File: config.mk
export PLATFORM = sky130hd
export DESIGN_NAME = mem_arbiter_flat
export DESIGN_NICKNAME = d
export VERILOG_FILES = /design/src/rtl/mem_arbiter_pkg.sv /design/src/rtl/mem_arbiter_if.sv /design/src/rtl/mem_arbiter_timeout_counter.sv /design/src/rtl/mem_arbiter.sv /design/src/flat_wrapper.sv
export SDC_FILE = /design/constraint.sdc
export NUM_CORES = 1
export LEC_CHECK = 0
export CORE_AREA = 2 2 104 106
export CTS_CLUSTER_SIZE = 14
export DETAILED_ROUTE_END_ITERATION = 7
export DIE_AREA = 0 0 106 108
export DONT_BUFFER_PORTS = 1
export PLACE_DENSITY = 0.3
export RECOVER_POWER = 100
export SYNTH_ARGS = -nofsm -noshare
export SYNTH_HDL_FRONTEND = slang
export SYNTH_SLANG_ARGS = --single-unit
File: constraint.sdc
create_clock -name CLK -period 2.25 [get_ports CLK]
set_input_delay 0.1125 -clock CLK [delete_from_list [all_inputs] [get_ports CLK]]
set_output_delay 0.1125 -clock CLK [all_outputs]
set_load 0.01 [all_outputs]
File: src/rtl/mem_arbiter_pkg.sv
// Shared types and defaults for the memory arbiter.
//   ramstate_t  : RAM port status as reported by the RAM model/controller
//   arb_state_t : arbiter grant state (who currently owns the RAM port)
//   DSTREAK_DEF : default number of back-to-back data grants while a fetch waits
//   TIMEOUT_DEF : default busy-cycle budget before a transaction is aborted
package mem_arbiter_pkg;

   typedef enum logic [1:0] {
      FREE   = 2'd0,
      BUSY   = 2'd1,
      ACCESS = 2'd2,
      ERROR  = 2'd3
   } ramstate_t;

   typedef enum logic [1:0] {
      IDLE  = 2'd0,
      IBUSY = 2'd1,
      DBUSY = 2'd2
   } arb_state_t;

   localparam int DSTREAK_DEF = 4;
   localparam int TIMEOUT_DEF = 255;

endpackage

File: src/rtl/mem_arbiter_if.sv
// Bundle of every signal between the datapath/cache side, the arbiter and RAM.
//   slave  : the arbiter's view (takes requests and RAM status, drives hits,
//            load data, RAM enables/address/store data and err)
//   master : the environment's view (datapath requesters plus the RAM itself)
interface mem_arbiter_if
   import mem_arbiter_pkg::*;
#(
   parameter int DATA_W = 32
);
   // instruction-fetch path
   logic              iREN;
   logic [DATA_W-1:0] iaddr;
   logic [DATA_W-1:0] iload;
   logic              ihit;
   // data-access path
   logic              dREN;
   logic              dWEN;
   logic [DATA_W-1:0] daddr;
   logic [DATA_W-1:0] dstore;
   logic [DATA_W-1:0] dload;
   logic              dhit;
   // shared RAM port
   logic              ramREN;
   logic              ramWEN;
   logic [DATA_W-1:0] ramaddr;
   logic [DATA_W-1:0] ramstore;
   logic [DATA_W-1:0] ramload;
   ramstate_t         ramstate;
   // abort indication
   logic              err;

   modport slave (
      input  iREN, iaddr, dREN, dWEN, daddr, dstore, ramload, ramstate,
      output iload, ihit, dload, dhit, ramREN, ramWEN, ramaddr, ramstore, err
   );

   modport master (
      output iREN, iaddr, dREN, dWEN, daddr, dstore, ramload, ramstate,
      input  iload, ihit, dload, dhit, ramREN, ramWEN, ramaddr, ramstore, err
   );
endinterface

File: src/rtl/mem_arbiter_timeout_counter.sv
// Busy-cycle counter that bounds how long one RAM transaction may take.
//   CLK, RST : clock, asynchronous active-high reset
//   clr_i    : hold the count at zero (arbiter idle)
//   en_i     : count this cycle (busy and no completion)
//   expire_o : count has reached TIMEOUT-1
module arb_timeout_counter
   import mem_arbiter_pkg::*;
#(
   parameter int TIMEOUT = TIMEOUT_DEF
) (
   input  logic CLK,
   input  logic RST,
   input  logic clr_i,
   input  logic en_i,
   output logic expire_o
);
   localparam int CNT_W = $clog2(TIMEOUT + 1);

   logic [CNT_W-1:0] tcnt_q, tcnt_d;

   always_comb begin
      // NOTE: every combinational output gets a default first so no latch is inferred.
      tcnt_d = tcnt_q;
      if (clr_i)     tcnt_d = '0;
      else if (en_i) tcnt_d = tcnt_q + 1'b1;
   end

   // NOTE: sequential state uses non-blocking assignments only.
   always_ff @(posedge CLK or posedge RST) begin
      if (RST) tcnt_q <= '0;
      else     tcnt_q <= tcnt_d;
   end

   assign expire_o = (tcnt_q == CNT_W'(TIMEOUT - 1));

endmodule

File: src/rtl/mem_arbiter.sv
// Arbiter for one shared RAM port between instruction fetch and data access.
//   CLK, RST : clock, asynchronous active-high reset
//   bus      : slave view of mem_arbiter_if (requests, hits, RAM port, err)
// The registered grant state decodes straight into the RAM controls, so an
// asynchronous reset drops the enables without waiting for a clock edge.
module mem_arbiter
   import mem_arbiter_pkg::*;
#(
   parameter int DATA_W      = 32,
   parameter int DSTREAK_MAX = DSTREAK_DEF,
   parameter int TIMEOUT     = TIMEOUT_DEF
) (
   input  logic          CLK,
   input  logic          RST,
   mem_arbiter_if.slave  bus
);
   localparam int                  STREAK_W   = $clog2(DSTREAK_MAX + 1);
   localparam logic [STREAK_W-1:0] STREAK_CAP = STREAK_W'(DSTREAK_MAX);

   arb_state_t          state_q, state_d;
   logic [STREAK_W-1:0] streak_q, streak_d;

   logic d_req, busy, owner_req, ram_acc, ram_err, owner_drop, expire, fetch_starved;

   assign d_req         = bus.dREN | bus.dWEN;
   assign busy          = (state_q != IDLE);
   assign ram_acc       = busy && (bus.ramstate == ACCESS);
   assign ram_err       = busy && (bus.ramstate == ERROR);
   assign owner_drop    = busy && !owner_req;
   // A fetch that has watched DSTREAK_MAX data grants go by wins the next slot.
   assign fetch_starved = bus.iREN && (streak_q == STREAK_CAP);

   always_comb begin
      case (state_q)
         IBUSY:   owner_req = bus.iREN;
         DBUSY:   owner_req = d_req;
         default: owner_req = 1'b0;
      endcase
   end

   arb_timeout_counter #(.TIMEOUT(TIMEOUT)) u_timeout (
      .CLK      (CLK),
      .RST      (RST),
      .clr_i    (!busy),
      .en_i     (busy && !ram_acc && !ram_err),
      .expire_o (expire)
   );

   always_comb begin
      state_d  = state_q;
      streak_d = streak_q;
      case (state_q)
         IDLE: begin
            if (d_req && !fetch_starved) begin
               state_d = DBUSY;
               // Streak only counts data grants that overtook a waiting fetch.
               if (!bus.iREN)                  streak_d = '0;
               else if (streak_q != STREAK_CAP) streak_d = streak_q + 1'b1;
            end else if (bus.iREN) begin
               state_d  = IBUSY;
               streak_d = '0;
            end
         end
         default: begin
            // Any terminating event ends the transaction; which one only
            // matters for the hit/err outputs below.
            if (ram_err || ram_acc || owner_drop || expire) state_d = IDLE;
         end
      endcase
   end

   always_ff @(posedge CLK or posedge RST) begin
      if (RST) begin
         state_q  <= IDLE;
         streak_q <= '0;
      end else begin
         state_q  <= state_d;
         streak_q <= streak_d;
      end
   end

   always_comb begin
      bus.ramREN   = 1'b0;
      bus.ramWEN   = 1'b0;
      bus.ramaddr  = {DATA_W{1'b0}};
      bus.ramstore = {DATA_W{1'b0}};
      bus.ihit     = 1'b0;
      bus.dhit     = 1'b0;
      bus.iload    = {DATA_W{1'b0}};
      bus.dload    = {DATA_W{1'b0}};
      case (state_q)
         IBUSY: begin
            bus.ramREN  = 1'b1;
            bus.ramaddr = bus.iaddr;
            bus.ihit    = ram_acc;
            if (ram_acc) bus.iload = bus.ramload;
         end
         DBUSY: begin
            bus.ramaddr  = bus.daddr;
            bus.ramstore = bus.dstore;
            // A write request takes precedence if both are raised.
            bus.ramWEN   = bus.dWEN;
            bus.ramREN   = bus.dREN && !bus.dWEN;
            bus.dhit     = ram_acc;
            if (ram_acc) bus.dload = bus.ramload;
         end
         default: ;
      endcase
      // ERROR beats ACCESS (mutually exclusive anyway); a dropped request
      // aborts quietly even on the timeout cycle.
      bus.err = ram_err || (busy && expire && !ram_acc && !owner_drop);
   end

endmodule
File: src/flat_wrapper.sv
// flat-port wrapper written by rule: the top's interface ports become plain ports
module mem_arbiter_flat import mem_arbiter_pkg::*;
#(
   parameter int DATA_W      = 32,
   parameter int DSTREAK_MAX = DSTREAK_DEF,
   parameter int TIMEOUT     = TIMEOUT_DEF
)
  (CLK, RST, bus_iREN, bus_iaddr, bus_dREN, bus_dWEN, bus_daddr, bus_dstore, bus_ramload, bus_ramstate, bus_iload, bus_ihit, bus_dload, bus_dhit, bus_ramREN, bus_ramWEN, bus_ramaddr, bus_ramstore, bus_err);
  mem_arbiter_if #(.DATA_W(DATA_W)) bus_i ();
  input  logic CLK;
  input  logic RST;
  input wire logic [$bits(bus_i.iREN)-1:0] bus_iREN;
  input wire logic [$bits(bus_i.iaddr)-1:0] bus_iaddr;
  input wire logic [$bits(bus_i.dREN)-1:0] bus_dREN;
  input wire logic [$bits(bus_i.dWEN)-1:0] bus_dWEN;
  input wire logic [$bits(bus_i.daddr)-1:0] bus_daddr;
  input wire logic [$bits(bus_i.dstore)-1:0] bus_dstore;
  input wire logic [$bits(bus_i.ramload)-1:0] bus_ramload;
  input wire logic [$bits(bus_i.ramstate)-1:0] bus_ramstate;
  output wire logic [$bits(bus_i.iload)-1:0] bus_iload;
  output wire logic [$bits(bus_i.ihit)-1:0] bus_ihit;
  output wire logic [$bits(bus_i.dload)-1:0] bus_dload;
  output wire logic [$bits(bus_i.dhit)-1:0] bus_dhit;
  output wire logic [$bits(bus_i.ramREN)-1:0] bus_ramREN;
  output wire logic [$bits(bus_i.ramWEN)-1:0] bus_ramWEN;
  output wire logic [$bits(bus_i.ramaddr)-1:0] bus_ramaddr;
  output wire logic [$bits(bus_i.ramstore)-1:0] bus_ramstore;
  output wire logic [$bits(bus_i.err)-1:0] bus_err;
  assign bus_i.iREN = bus_iREN;
  assign bus_i.iaddr = bus_iaddr;
  assign bus_i.dREN = bus_dREN;
  assign bus_i.dWEN = bus_dWEN;
  assign bus_i.daddr = bus_daddr;
  assign bus_i.dstore = bus_dstore;
  assign bus_i.ramload = bus_ramload;
  assign bus_i.ramstate = bus_ramstate;
  assign bus_iload = bus_i.iload;
  assign bus_ihit = bus_i.ihit;
  assign bus_dload = bus_i.dload;
  assign bus_dhit = bus_i.dhit;
  assign bus_ramREN = bus_i.ramREN;
  assign bus_ramWEN = bus_i.ramWEN;
  assign bus_ramaddr = bus_i.ramaddr;
  assign bus_ramstore = bus_i.ramstore;
  assign bus_err = bus_i.err;
  mem_arbiter #(.DATA_W(DATA_W), .DSTREAK_MAX(DSTREAK_MAX), .TIMEOUT(TIMEOUT)) u_core (.CLK(CLK), .RST(RST), .bus(bus_i));
endmodule
## Word level (Yosys, flattened, before mapping)

Cells that the tools add are included.

| storage, ports and cells | value |
|---|---|
| flip-flop bits (word level) | 13 |
| logic and storage cells | 63 |

| cells by class | value |
|---|---|
| add/sub/neg operators | 2 |
| equality and inequality tests | 10 |
| multiplexer cells | 20 |
| bitwise logic cells | 1 |
| reductions and logical operators | 27 |

Operators by type and width:

| kind | number |
|---|---|
| two-way mux 32 bit | 4 |
| case mux 32 bit (2 select lines) | 1 |
| two-way mux 8 bit | 2 |
| two-way mux 3 bit | 4 |
| logical AND 1 bit | 11 |
| adder 8 x 1 -> 8 bit, second input constant | 1 |
| == test 8 bit, second input constant | 1 |
| two-way mux 2 bit | 4 |
| == test 2 bit, second input constant | 3 |
| zero test 1 bit | 6 |
| inequality test 3 bit, second input constant | 2 |
| nonzero test 2 bit | 3 |
| logical OR 1 bit | 4 |
| case mux 1 bit (2 select lines) | 2 |
| adder 3 x 1 -> 3 bit, second input constant | 1 |
| == test 3 bit, second input constant | 1 |
| two-way mux 1 bit | 3 |
| inequality test 3 x 2 -> 1 bit, second input constant | 1 |
| AND reduction 3 bit | 1 |
| == test 2 x 1 -> 1 bit, second input constant | 1 |
| zero test 2 bit | 1 |
| inequality test 2 bit, second input constant | 1 |
| AND reduction 2 bit | 1 |
| OR 1 bit | 1 |

## Longest topological paths before layout

| logic depth | value |
|---|---|
| depth after elaboration | 8 |
| depth in mapped cells | 6 |
| mapped depth without buffers | 5 |

## Modules after synthesis

A second synthesis with hierarchy kept.

| unflattened totals | value |
|---|---|
| cell total of the unflattened synthesis | 272 |
| area, all modules | 2016.9 µm² |

By module, submodules not included:

| module | instances | cells each | area an instance (µm²) |
|---|---|---|---|
| mem_arbiter | 1 | 230 | 1610.3 |
| arb_timeout_counter | 1 | 42 | 406.6 |

## Worst setup path after synthesis

OpenSTA, ideal clock, no wires.

| path | value |
|---|---|
| path type | register to output |
| start | reg u_core.state_q[0] |
| end | out bus_err |
| arrival | 1.600 ns |
| data required time | 2.138 ns |
| path slack | 0.537 ns |
| cell stages (with the launch flop) | 6 |
| cell sequence | dfrtp_1 > inv_1 > ha_1 > clkbuf_1 > a31oi_1 > o41ai_1 |

| on the way | value |
|---|---|
| longest elaborated chain between the ends | 7 |
| elaborated cells between the ends (all ways) | 14 |
| those cells by class | eq/ne (2); mux (1); reduce/logical (11) |

RTL lines:

| element | line | RTL |
|---|---|---|
| from (decl) | mem_arbiter.sv:20 | `arb_state_t state_q, state_d;` |
| from (signal assigned) | mem_arbiter.sv:77 | `state_q <= state_d;` |
| == test 2 bit / == test 2 x 1 -> 1 bit (equally long branches) | mem_arbiter.sv:34 | `case (state_q)` |
| case mux 1 bit (2 select lines) | mem_arbiter.sv:34 |  |
| zero test 1 bit | mem_arbiter.sv:29 | `assign owner_drop = busy && !owner_req;` |
| logical AND 1 bit | mem_arbiter.sv:29 |  |
| zero test 1 bit | mem_arbiter.sv:111 | `bus.err = ram_err \|\| (busy && expire && !ram_acc && !owner_drop);` |
| logical AND 1 bit | mem_arbiter.sv:111 |  |
| logical OR 1 bit (*) | mem_arbiter.sv:111 |  |
| to (decl) | flat_wrapper.sv:28 | `output wire logic [$bits(bus_i.err)-1:0] bus_err;` |

Every way passes the cells marked *; elsewhere a longest branch is shown, timed or not.

## Final worst setup path

| path | value |
|---|---|
| start | reg u_core.state_q[0] |
| end | out bus_ramaddr[7] |

| on the way | value |
|---|---|
| longest elaborated chain between the ends | 2 |
| elaborated cells between the ends (all ways) | 3 |
| those cells by class | eq/ne (2); mux (1) |

RTL lines:

| element | line | RTL |
|---|---|---|
| == test 2 bit / == test 2 x 1 -> 1 bit (equally long branches) | mem_arbiter.sv:91 | `case (state_q)` |
| case mux 32 bit (2 select lines) (*) | mem_arbiter.sv:91 |  |
| to (decl) | flat_wrapper.sv:26 | `output wire logic [$bits(bus_i.ramaddr)-1:0] bus_ramaddr;` |

Marked as above.

==> flow_summary.ini <==
[clocking]
cts_buffers = 3
clockRootBuffer = clkbuf_8
cts.clk_slew.worst_paths_ns = 0.06
h-tree-depth = 1
cts_num_sinks = 13
clk_latency_ns = 0.24
cts_tree = yes
cts_resized = 0
clock_path_buffers = 2

[layout]
final_nets = 400
seqCellArea_sq_um = 325.3
drive_above_1_share_pct = 5.058
num-fill-cells = 1130
multiInputGateArea_sq_um = 1525
postLayoutCoreUtil_pct = 20.88
num_antenna_cells = 0
syn_to_final_growth_pct = 8.519

[sta]
fmax_ghz = 0.4863
tns_ns = 0
finalCritPeriodShare_pct = 91.40
tightest_slew_ns = 0.5332
whs_ns = 0.03099
setup_viol = 0
final_hold_viol_count = 0
slew_headroom_pct = 64.41
rsz0062_at_grt = no
slew_viol_final = 0
fin_crit_ns = 2.057
fin_skew_ns = 0.002271

[route]
via_per_inst = 4.947
ant_nets = 0
drtIter0Drc = 72
dr.pass1.iters = 4
routedWlPerCell_um = 18.98
drc = 0
num_vias = 1944
finalWirelength_mm = 7.461

[min_path]
hold_class = in2reg

[floorplanning]
design.core.area_sq_um = 10230
initial_core_util_pct = 19.24
die_width_um = 106
die_y_um = 108
fp.dieArea_sq_um = 11450
row_count = 37
io_pins = 268

[global_route]
grt_pass1_wl_mm = 9.425
gr-total-overflow = 0
grt_max_degree = 67
first_global_vias = 1723
antenna_found_initial = 0
grt_usage_pct = 10.80

[place]
dp_hpwl_mm = 6.275
io_buffers = 0
routabilityCongestion = 0.7461

[power_and_ir_drop]
power.density_nw_per_um2 = 906.4
power.total_mw = 1.936
leakagePower_nw = 0.7383
peakVddDrop_mv = 0.2453

[worst_setup_path]
regToRegSetupSlack_ns = 0.39
critPathCaptureType = output port
start_kind = register
r2r_start = u_core.state_q[0]$_DFFE_PP0P_
critical_path_arrival_ns = 1.94
crit_type = reg2out
crit_start = u_core.state_q[0]$_DFFE_PP0P_
crit_fanout = 66
crit_required_ns = 2.14
ff2ff_path_depth = 5
endpoint = bus_ramaddr[7]
r2r-end = u_core.streak_q[0]$_DFFE_PP0P_

[yosys]
synth_area_leaders = and2_1, dfrtp_1, a22oi_1
synth-seq-area-share_pct = 16.53
synth_area_leader_cell = and2_1
yosysTopAreaCellShare_pct = 30.83
ys_ff_latch = 13
syn_nets = 410
postSynthAreaPerCell_sq_um = 7.344
syn_area_sq_um = 1968
synthCells = 268
synth_cell_types = 36
ys_warn_count = 0

[flow_run]
cap_viol_max_count = 0

[status]
status = completed
[cell families (layout without fill, tap and decap cells)]
kind of cell	Yosys count	in the layout	synth area share, %
simple gates	161	161	51.62
compound gates	54	54	19.39
buf+inv	29	18	6.103
flops	13	13	16.53
fa+ha+maj	7	7	4.450
xor+xnor	3	3	1.335
mux	1	1	0.5721
[cells in the mapped netlist, drive strengths merged]
cell type	n
nand3	3
a21oi	5
ha	7
or3	3
clkbuf	19
nand4b	1
o2bb2ai	1
or2	2
and4bb	2
and3	1
nand2	4
a31oi	3
o21a	1
or4	1
buf	4
xor2	3
dfrtp	13
o31ai	3
o21ai	5
nor2b	32
a32o	1
mux2	1
and2	97
inv	6
o22ai	1
nand2b	2
nand3b	2
a22oi	32
nor4bb	1
a22o	1
and3b	2
nor2	7
o41ai	1
nand4	1
[cells in the final DEF (no fill, tap or decap), types with 3 or more instances in the layout]
cell	instances
o21ai_0	5
nor2_1	7
clkbuf_1	5
ha_1	6
clkbuf_8	3
buf_4	3
or3_1	3
xor2_1	3
dfrtp_1	13
a21oi_1	5
nand2_1	4
a31oi_1	3
o31ai_1	3
nand3_1	3
and2_0	96
a22oi_1	32
nor2b_1	32
inv_1	6
[flip-flops by register name, indices dropped and copies added (netlist names)]
name,flops
u_core.u_timeout.tcnt_q,8
u_core.streak_q,3
u_core.state_q,2
[metrics by stage]
step                      cells  setup slack (ns)  cell area, sq um
final                       393            0.1935              2136
after global routing        393           0.03655              2136
after CTS                   393            0.1617              2151
after detailed placement    388            0.4368              2096
after global placement      388            0.4654              2096
after floorplan             268            0.5373              1968
[metal layers]
layer  up-vias  share of wire, %  track usage, %  wire length, um
met5         -                 0               0                0
met4         0              0.36           1.410               27
met3         2               8.3           1.929              616
met2       162                51           19.95             3812
met1       899                40           13.45             3004
li1        881                 -               -                -
[cell type report]
type	count	area share (%)
repair buffers	8	2.226
inverters	6	1.054
well taps	136	7.967
multi-input cells	226	71.41
clock buffers	4	2.109
flip-flops and latches	13	15.23
[where the power goes]
group | switching, mW | internal [mW] | total (mW)
registers | 0.0568 | 0.283 | 0.339
clock network | 0.0904 | 0.125 | 0.216
logic | 0.911 | 0.470 | 1.38
[worst max-delay path, stage by stage (launching register included)]
cell     delay (ns)
dfrtp_1        0.40
inv_1          0.11
ha_2           0.21
buf_4          0.44
a22oi_1        0.16
nor2b_1        0.34
[worst min path at each step]
stage,start,to,depth (start not counted)
global route,bus_iREN,u_core.streak_q[2]$_DFFE_PP0P_,1
finish,bus_ramstate[1],u_core.u_timeout.tcnt_q[1]$_DFFE_PP0P_,2
global placement,RST,u_core.u_timeout.tcnt_q[5]$_DFFE_PP0P_,1
floorplan,RST,u_core.state_q[0]$_DFFE_PP0P_,1
CTS,bus_ramstate[1],u_core.u_timeout.tcnt_q[1]$_DFFE_PP0P_,2
detailed placement,RST,u_core.streak_q[1]$_DFFE_PP0P_,1
[repair_timing]
action                                  4_1_cts  5_1_grt
hold buffers                                  1        0
endpoints found under the hold margin        13        0
endpoints found under the setup margin        0        0
setup buffers                                 0        0
(Power assumes the default switching activity.)
